$ cat config.mk
export PLATFORM = sky130hd
export DESIGN_NAME = ff_en_exerciser
export DESIGN_NICKNAME = d
export VERILOG_FILES = /design/src/rtl/ff_en_exerciser.sv
export SDC_FILE = /design/constraint.sdc
export NUM_CORES = 1
export LEC_CHECK = 0
export CELL_PAD_IN_SITES_DETAIL_PLACEMENT = 1
export CELL_PAD_IN_SITES_GLOBAL_PLACEMENT = 2
export CORE_MARGIN = 5
export CORE_UTILIZATION = 38
export CTS_BUF_LIST = sky130_fd_sc_hd__clkbuf_4 sky130_fd_sc_hd__clkbuf_8
export DETAILED_ROUTE_END_ITERATION = 6
export GPL_ROUTABILITY_DRIVEN = 0
export HOLD_SLACK_MARGIN = 0.08
export PLACE_DENSITY_LB_ADDON = 0.1
export SYNTH_ARGS = -nofsm -noshare
export SYNTH_HDL_FRONTEND = slang
export SYNTH_SLANG_ARGS = --single-unit
$ cat constraint.sdc
create_clock -name clock -period 2.3 [get_ports clock]
set_input_delay 0.69 -clock clock [delete_from_list [all_inputs] [get_ports clock]]
set_output_delay 0.69 -clock clock [all_outputs]
set_load 0.05 [all_outputs]
$ cat src/rtl/ff_en_exerciser.sv
// rtl/ff_en_exerciser.sv - LFSR stimulus generator and response checker for the ff_en register
module ff_en_exerciser #(
  parameter int unsigned WIDTH   = 10,
  parameter int unsigned NUM_VEC = 64,
  parameter logic [15:0] SEED    = 16'h8155
) (
  input  logic             clock,
  input  logic             rst,
  input  logic             start,
  input  logic [WIDTH-1:0] d_out,
  output logic [WIDTH-1:0] d_in,
  output logic             d_en,
  output logic             busy,
  output logic             done,
  output logic             pass,
  output logic [7:0]       err_count,
  output logic [15:0]      first_err_idx,
  output logic [WIDTH-1:0] first_err_exp,
  output logic [WIDTH-1:0] first_err_got
);

  localparam logic [15:0] SEED_EFF = (SEED == 16'h0000) ? 16'hACE1 : SEED;
  localparam logic [15:0] LAST_IDX = 16'(NUM_VEC - 1);

  typedef enum logic [1:0] {S_IDLE, S_RUN, S_DRAIN, S_DONE} state_t;

  state_t           state_q, state_d;
  logic [15:0]      lfsr_q, lfsr_d;
  logic [15:0]      vec_cnt_q, vec_cnt_d;
  logic [15:0]      chk_idx_q, chk_idx_d;
  logic             chk_v_q, chk_v_d;
  logic [WIDTH-1:0] d_in_q, d_in_d;
  logic             d_en_q, d_en_d;
  logic [WIDTH-1:0] exp_q, exp_d;
  logic             pass_q, pass_d;
  logic [7:0]       err_count_q, err_count_d;
  logic [15:0]      first_err_idx_q, first_err_idx_d;
  logic [WIDTH-1:0] first_err_exp_q, first_err_exp_d;
  logic [WIDTH-1:0] first_err_got_q, first_err_got_d;

  function automatic logic [15:0] lfsr_next(input logic [15:0] s);
    return {s[14:0], s[15] ^ s[13] ^ s[12] ^ s[10]};
  endfunction

  always_comb begin
    state_d         = state_q;
    lfsr_d          = lfsr_q;
    vec_cnt_d       = vec_cnt_q;
    d_in_d          = d_in_q;
    d_en_d          = d_en_q;
    pass_d          = pass_q;
    err_count_d     = err_count_q;
    first_err_idx_d = first_err_idx_q;
    first_err_exp_d = first_err_exp_q;
    first_err_got_d = first_err_got_q;

    // exp_q tracks what ff_en holds; the vector presented last cycle is checked now
    exp_d     = d_en_q ? d_in_q : exp_q;
    chk_v_d   = (state_q == S_RUN);
    chk_idx_d = vec_cnt_q;

    if (chk_v_q && (d_out != exp_q)) begin
      if (err_count_q == 8'd0) begin
        first_err_idx_d = chk_idx_q;
        first_err_exp_d = exp_q;
        first_err_got_d = d_out;
      end
      if (err_count_q != 8'hFF) begin
        err_count_d = err_count_q + 8'd1;
      end
    end

    case (state_q)
      S_IDLE, S_DONE: begin
        d_in_d = '0;
        d_en_d = 1'b0;
        if (start) begin
          state_d         = S_RUN;
          d_in_d          = SEED_EFF[WIDTH-1:0];
          d_en_d          = 1'b1;
          lfsr_d          = lfsr_next(SEED_EFF);
          vec_cnt_d       = 16'd0;
          pass_d          = 1'b0;
          err_count_d     = 8'd0;
          first_err_idx_d = 16'd0;
          first_err_exp_d = '0;
          first_err_got_d = '0;
        end
      end
      S_RUN: begin
        if (vec_cnt_q == LAST_IDX) begin
          state_d = S_DRAIN;
          d_in_d  = '0;
          d_en_d  = 1'b0;
        end else begin
          d_in_d    = lfsr_q[WIDTH-1:0];
          d_en_d    = lfsr_q[15];
          lfsr_d    = lfsr_next(lfsr_q);
          vec_cnt_d = vec_cnt_q + 16'd1;
        end
      end
      S_DRAIN: begin
        // the final vector's check lands on this edge, so judge on the updated count
        state_d = S_DONE;
        d_in_d  = '0;
        d_en_d  = 1'b0;
        pass_d  = (err_count_d == 8'd0);
      end
      default: begin
        state_d = S_IDLE;
      end
    endcase
  end

  always_ff @(posedge clock or negedge rst) begin
    if (!rst) begin
      state_q         <= S_IDLE;
      lfsr_q          <= SEED_EFF;
      vec_cnt_q       <= 16'd0;
      chk_idx_q       <= 16'd0;
      chk_v_q         <= 1'b0;
      d_in_q          <= '0;
      d_en_q          <= 1'b0;
      exp_q           <= '0;
      pass_q          <= 1'b0;
      err_count_q     <= 8'd0;
      first_err_idx_q <= 16'd0;
      first_err_exp_q <= '0;
      first_err_got_q <= '0;
    end else begin
      state_q         <= state_d;
      lfsr_q          <= lfsr_d;
      vec_cnt_q       <= vec_cnt_d;
      chk_idx_q       <= chk_idx_d;
      chk_v_q         <= chk_v_d;
      d_in_q          <= d_in_d;
      d_en_q          <= d_en_d;
      exp_q           <= exp_d;
      pass_q          <= pass_d;
      err_count_q     <= err_count_d;
      first_err_idx_q <= first_err_idx_d;
      first_err_exp_q <= first_err_exp_d;
      first_err_got_q <= first_err_got_d;
    end
  end

  assign d_in          = d_in_q;
  assign d_en          = d_en_q;
  assign busy          = (state_q == S_RUN) || (state_q == S_DRAIN);
  assign done          = (state_q == S_DONE);
  assign pass          = pass_q;
  assign err_count     = err_count_q;
  assign first_err_idx = first_err_idx_q;
  assign first_err_exp = first_err_exp_q;
  assign first_err_got = first_err_got_q;

endmodule
==> metrics, run 1 <==
status=completed; row cnt=42; width of the die=between 100 and 150 microns; initial core utilization=slightly below 40%; CTS buffer count=17; final net count=546; First-pass DRT Iterations=4; Clock Tree Buf Depth=2; gr usage total=around 17%; Final ANT Viol Nets=0; worst clock skew=0.0104 ns; overall power=8540 uW; footprint of the multi-input gates=2020 sq um; r2r setup slk=between 0.2 and 0.25 ns; Cell Chain, Critical Path=clkdlybuf4s50_1 > xor2_2 > nor4_4 > buf_4 > nand3_4 > nand4_4 > buf_12 > mux2i_2 > nor2_1; endpoints failing setup=0; fin crit share=98.8%; endpoints failing hold=0; clock-pin slew on the worst setup and hold paths=0.07 ns; Synth cell types=approximately 50; Worst path depth=9; diodes inserted=0; CP arrival=2.59 ns; total of max-cap violations=0; slowest stage cell, crit path=clkdlybuf4s50_1; number of global-route vias before repair=3926; total core area=13100 sq um; Worst Path Class, Setup=input port to flip-flop; clk sink count=between 100 and 150; count leader, synth=dfrtp_1; Syn Std Cell Area=5030 sq um; Synth area leader=dfrtp_1; reg2reg path depth=8; vias per cell=4.99; DRT iter0 DRCs=between 150 and 200; Reg2Reg Launch Point=exp_q[2]; register area share after synthesis=between 50 and 60%; Yosys warning total=0; Tmin final=about 2.3 ns; pre-CTS setup slack=-0.552 ns; Max FO, Critical Path=7; CP delay by family, top=buffers and inverters; Post-synth EDFFs=0; global-route wire length before repair=20800 microns; # IOs=roughly 70; Residual DRC=0; die height=around 130 microns; ranking of synthesized cells by area=dfrtp_1, mux2i_1, nor2_1; VDD IR-drop max=0.552 mV; Slowest Stage Delay on Critical Path=0.46 ns; Slew headroom=65.8%; IO Port Bufs=70; post-synth top area share=55.2%; actual slew at the worst max-slew pin=0.515 ns; Worst Path Required=2.62 ns; dominant synthesized flop cell=dfrtp_1; Final Max Slew Viols=0; CTS tree=built; area grow syn2layout=31.5%; vias post-DR=3566; Routed WL=12800 microns; die footprint=15600 sq um; Startpoint Class=input port; CTS Root Cell=clkbuf_8; CP endpoint kind=flip-flop; DP Wirelength=approximately 8800 microns; top post-synthesis cells by count=dfrtp_1, nor2_1, mux2i_1; syn nets=441; initial antenna violation count=0; Max Clk Rate=roughly 440 MHz; crit path from=d_out[9]; crit path to=first_err_exp[1]; Fill cells=1397; final core utilization=50.5%; syn avg cell area=11.9 sq um; Seq cells post-synth=117; cts hold-fix bufs=0; grt ovf=0; Synth Instances=between 400 and 500; Max H-tree Level=4; reg-to-reg endpoint=first_err_exp[1]; layout cells sized above 1=a little under a quarter; register area=2940 sq um; Async SR Flop Fraction=between 90% and 100%; Final WS setup=0.0282 ns; Power Density=1290 nW/um^2; leakage dissipation=around 0.0035 uW; WL per Instance=17.9 microns; largest net degree at the start of global routing=38; clk_lat worst skew=roughly 0.44 ns; HP Class=input port to async pin; CP bufs+invs=3
## flip-flops by register name (all words and copies together) (netlist names)
name / flops
d_in: 10
first_err_got: 10
lfsr_q: 16
chk_v_q: 1
exp_q: 10
state_q: 2
first_err_idx: 16
chk_idx_q: 16
d_en: 1
chk_idx_d: 16
err_count: 8
first_err_exp: 10
pass: 1
## cells by family after synthesis
family / count (synthesis) / synth area share, %
xor gates and xnor gates: 29 / 5.05
DFF: 117 / 58.4
AOI/OAI and AO/OA: 43 / 6.47
and+or+nand+nor: 149 / 15.1
muxes: 48 / 9.80
adders and majority gates: 7 / 1.74
buffers and inverters: 28 / 3.51
## placed cells by master (no fill, tap or decap), drive strengths merged, types with 2 or more instances in the layout
master	count
dfrtp	111
nor2	61
buf	48
dlygate4sd2	45
mux2i	38
clkbuf	30
nand2	27
xor2	19
nand3	17
xnor2	10
mux2	10
a21oi	9
nor4	8
a21o	7
and3	7
ha	7
nor3	7
and2	7
a22o	6
dlymetal6s2s	6
dfstp	6
inv	6
nand4	6
o22a	5
clkdlybuf4s50	5
clkinv	4
a311oi	4
o21ai	3
a31oi	3
or3	2
nand2b	2
and4	2
## report_power, final
group / leakage, uW / switching (uW) / internal, uW / total [uW]
clock network: 0.000194 / 783 / 924 / 1710
logic: 0.00173 / 2380 / 1530 / 3910
registers: 0.00155 / 378 / 2540 / 2920
## worst min-delay path by stage
stage,from,endpoint,cells past startpoint
3_5_place_dp,chk_idx_d[15],chk_idx_q[15],0
2_1_floorplan,rst,chk_idx_d[0],0
3_3_place_gp,chk_idx_d[15],chk_idx_q[15],0
4_1_cts,rst,first_err_got[1],1
6_report,rst,first_err_got[6],1
5_1_grt,rst,first_err_got[6],1
## worst register-to-register path, stage by stage (launching register included)
cell     delay (ns)
dfrtp_1        0.45
xor2_2         0.18
nor4_4         0.27
buf_4          0.18
nand3_4        0.12
nand4_4        0.27
buf_12         0.18
mux2i_2        0.24
nor2_1         0.07
## cell type report
class	count	area share, %
clock inverters	5	0.416
inverters	6	0.341
repair buffers	107	15.9
well taps	176	3.33
multi-input cells	277	30.6
clock buffers	27	5.05
flip-flops and latches	117	44.4
## through the flow
| step | TNS [ns] | cells | hold slack [ns] | instance area [sq um] |
|---|---|---|---|---|
| after global placement | -24.62 | 675 | 0.424 | 6050 |
| after global routing | -0.0208 | 715 | 0.166 | 6610 |
| after floorplan | 0 | 421 | 0.394 | 5030 |
| after CTS | 0 | 708 | 0.157 | 6410 |
| after detailed placement | -26.72 | 675 | 0.435 | 6050 |
| final | 0 | 715 | 0.164 | 6610 |
## timing repair
action                     CTS  global route
setup endpoints to repair   83            38
setup buffers                0             3
pin swaps                    1             3
cloned                       1             4
resized for setup           52            21
## metal layers
layer | global-route usage, % | part of all wire [%] | vias to the layer above
li1 | - | - | 1675
met1 | 21.2 | 45 | 1820
met2 | 26.9 | 50 | 55
met3 | 4.56 | 3.1 | 16
met4 | 7.53 | 2.0 | 0
met5 | 0 | 0 | -
(Power assumes the default switching activity.)
==> inputs of run 2 (changes only) <==
CTS_CLUSTER_SIZE = 12   (was not set)
==> results of run 2 <==
No change in the layout: final DEF, timing and power equal those of run 1.
==> inputs of run 3 (changes only) <==
CORE_MARGIN = not set   (was 5)
==> run 3 against run 2 <==
Net effect: register-to-register slack worse by 0.05 ns; setup slack better by 0.086 ns; combinational power shrank 4%; worst hold slack improved by 0.14 ns; sequential share of layout area up 0.54 points; sequential power about the same; clock skew shrank 0.0033 ns; highest routed layer unchanged.
==> metrics, run 3 (synthesized netlist as in run 1, its figures left out) <==
most common cell after layout, fill and taps aside=dfrtp_1; leakage dissipation=0.00348 uW; clk sink count=117; First-pass DRT Iterations=4; row cnt=41; CTS Root Cell=clkbuf_8; most frequent cells in the layout=dfrtp_1, nor2_1, dlygate4sd2_1; width of the die=117 microns; status=completed; area grow syn2layout=29.9%; Max H-tree Level=4; number of global-route vias before repair=~3.7k; VDD IR-drop max=0.587 mV; Sw Pwr=3510 uW; Worst Path Class, Setup=input port to flip-flop; Max Clk Rate=457 MHz; Max FO, Critical Path=7; total core area=12800 sq um; reg2reg path depth=8; Residual DRC=0; endpoints failing hold=0; Slew headroom=58.0%; Worst Path Required=2.62 ns; clk_lat worst skew=0.43 ns; total of max-cap violations=0; Cell Chain, Critical Path=clkdlybuf4s50_1 > xor2_1 > nor4_2 > nand3_2 > nand4_4 > clkbuf_16 > mux2i_1 > nor2_1; HP Class=input port to async pin; grt ovf=0; Startpoint Class=input port; r2r setup slk=0.18 ns; Slowest Stage Delay on Critical Path=0.44 ns; clock-pin slew on the worst setup and hold paths=approximately 0.070 ns; vias post-DR=roughly 3.5k; cts hold-fix bufs=0; combinational share of power=44.0%; reg-to-reg endpoint=first_err_got[7]; initial core utilization=39.4%; CTS tree=built; CP arrival=2.50 ns; WHS=0.308 ns; worst clock skew=0.00706 ns; RSZ-0062 raised after global routing=no; largest net degree at the start of global routing=between 100 and 150; Final WS setup=around 0.11 ns; DRT iter0 DRCs=185; # IOs=71; setup TNS=0 ns; DP Cell Count=664; actual slew at the worst max-slew pin=0.629 ns; global-route wire length before repair=~19000 microns; pre-CTS setup slack=-0.487 ns; Reg power frac=33.9%; Routed WL=12000 microns; gr usage total=18.6%; Clk pwr share=between 20 and 25%; slowest stage cell, crit path=clkdlybuf4s50_1; CP endpoint kind=flip-flop; final net count=between 500 and 600; endpoints failing setup=0; initial antenna violation count=0; vias per cell=5.02; CTS buffer count=17; overall power=8560 uW; layout cells sized above 1=21.5%; WL per Instance=17.0 microns; Tmin final=2.19 ns; IO Port Bufs=70; Final Instance Count excl. Fillers=702; diodes inserted=0; DP Wirelength=approximately 8000 microns; Final Max Slew Viols=0; Power Density=~1300 nW/um^2; Final ANT Viol Nets=0; sw frac=approximately 41%; die footprint=13700 sq um; Reg2Reg Launch Point=err_count[0]; internal power=5050 uW; fin crit share=between 90% and 100%; Clock Tree Buf Depth=2; die height=117 microns
-- run 3: cell types whose count changed in the layout (fill, tap and decap cells not counted), moves of 4 or more --
cell,change
xor2_2,-4
xor2_1,+4
mux2i_2,-5
buf_4,-8
-- run 3: metrics by stage --
stage                     utilization [%]  cell area [sq um]
final                                51.2               6540
after global routing                 51.2               6540
after CTS                            49.9               6370
after detailed placement             47.0               6000
after global placement               47.0               6000
after floorplan                         -               5030
-- run 3: cell type report --
type | count | area (sq um)
multi-input cells | 276 | 1970
well taps | 172 | 215
fillers | 1353 | 6240
clock inverters | 9 | 103
flip-flops and latches | 117 | 2940
inverters | 6 | 25.0
clock buffers | 23 | 298
repair buffers | 99 | 986
-- run 3: how the worst max path moves through the flow --
stage / from / to / slack, ns / cells after the start
after floorplan: err_count[0] / pass / 0.10 / 7
after global placement: d_out[3] / first_err_got[7] / -0.42 / 8
after detailed placement: d_out[3] / first_err_exp[5] / -0.49 / 8
after CTS: first_err_idx[11] / first_err_idx[11] / 0.0005 / 1
after global routing: state_q[0] / busy / 0.02 / 5
final: d_out[8] / first_err_idx[14] / 0.11 / 8
-- run 3: worst max-delay path, delay by kind of cell --
kind	cells	cell delay, ns
xor+xnor	1	0.18
buf+inv	2	0.66
mux	1	0.20
simple gates	4	0.77
-- run 3: power groups by stage --
stage	logic, uW	registers, uW	clock network, uW
floorplan	1800	3580	0
global placement	3650	2930	0
detailed placement	3710	2950	0
CTS	3620	2910	1940
global route	4060	2970	2030
finish	3760	2900	1900
-- run 3: routing by layer --
layer  global-route usage, %  vias to the layer above  wire, microns
li1                        -                     1643              -
met1                    24.1                     1813           5420
met5                       0                        -              0
met4                    6.84                        0            138
met3                    5.56                        9            486
met2                    29.7                       58           5910
-- run 3: what timing repair did --
action                                  4_1_cts  5_1_grt
gates cloned                                  0        4
setup buffers                                 2        0
pin swaps                                     2        5
endpoints found under the setup margin       45       43
gates resized for setup                      44       20
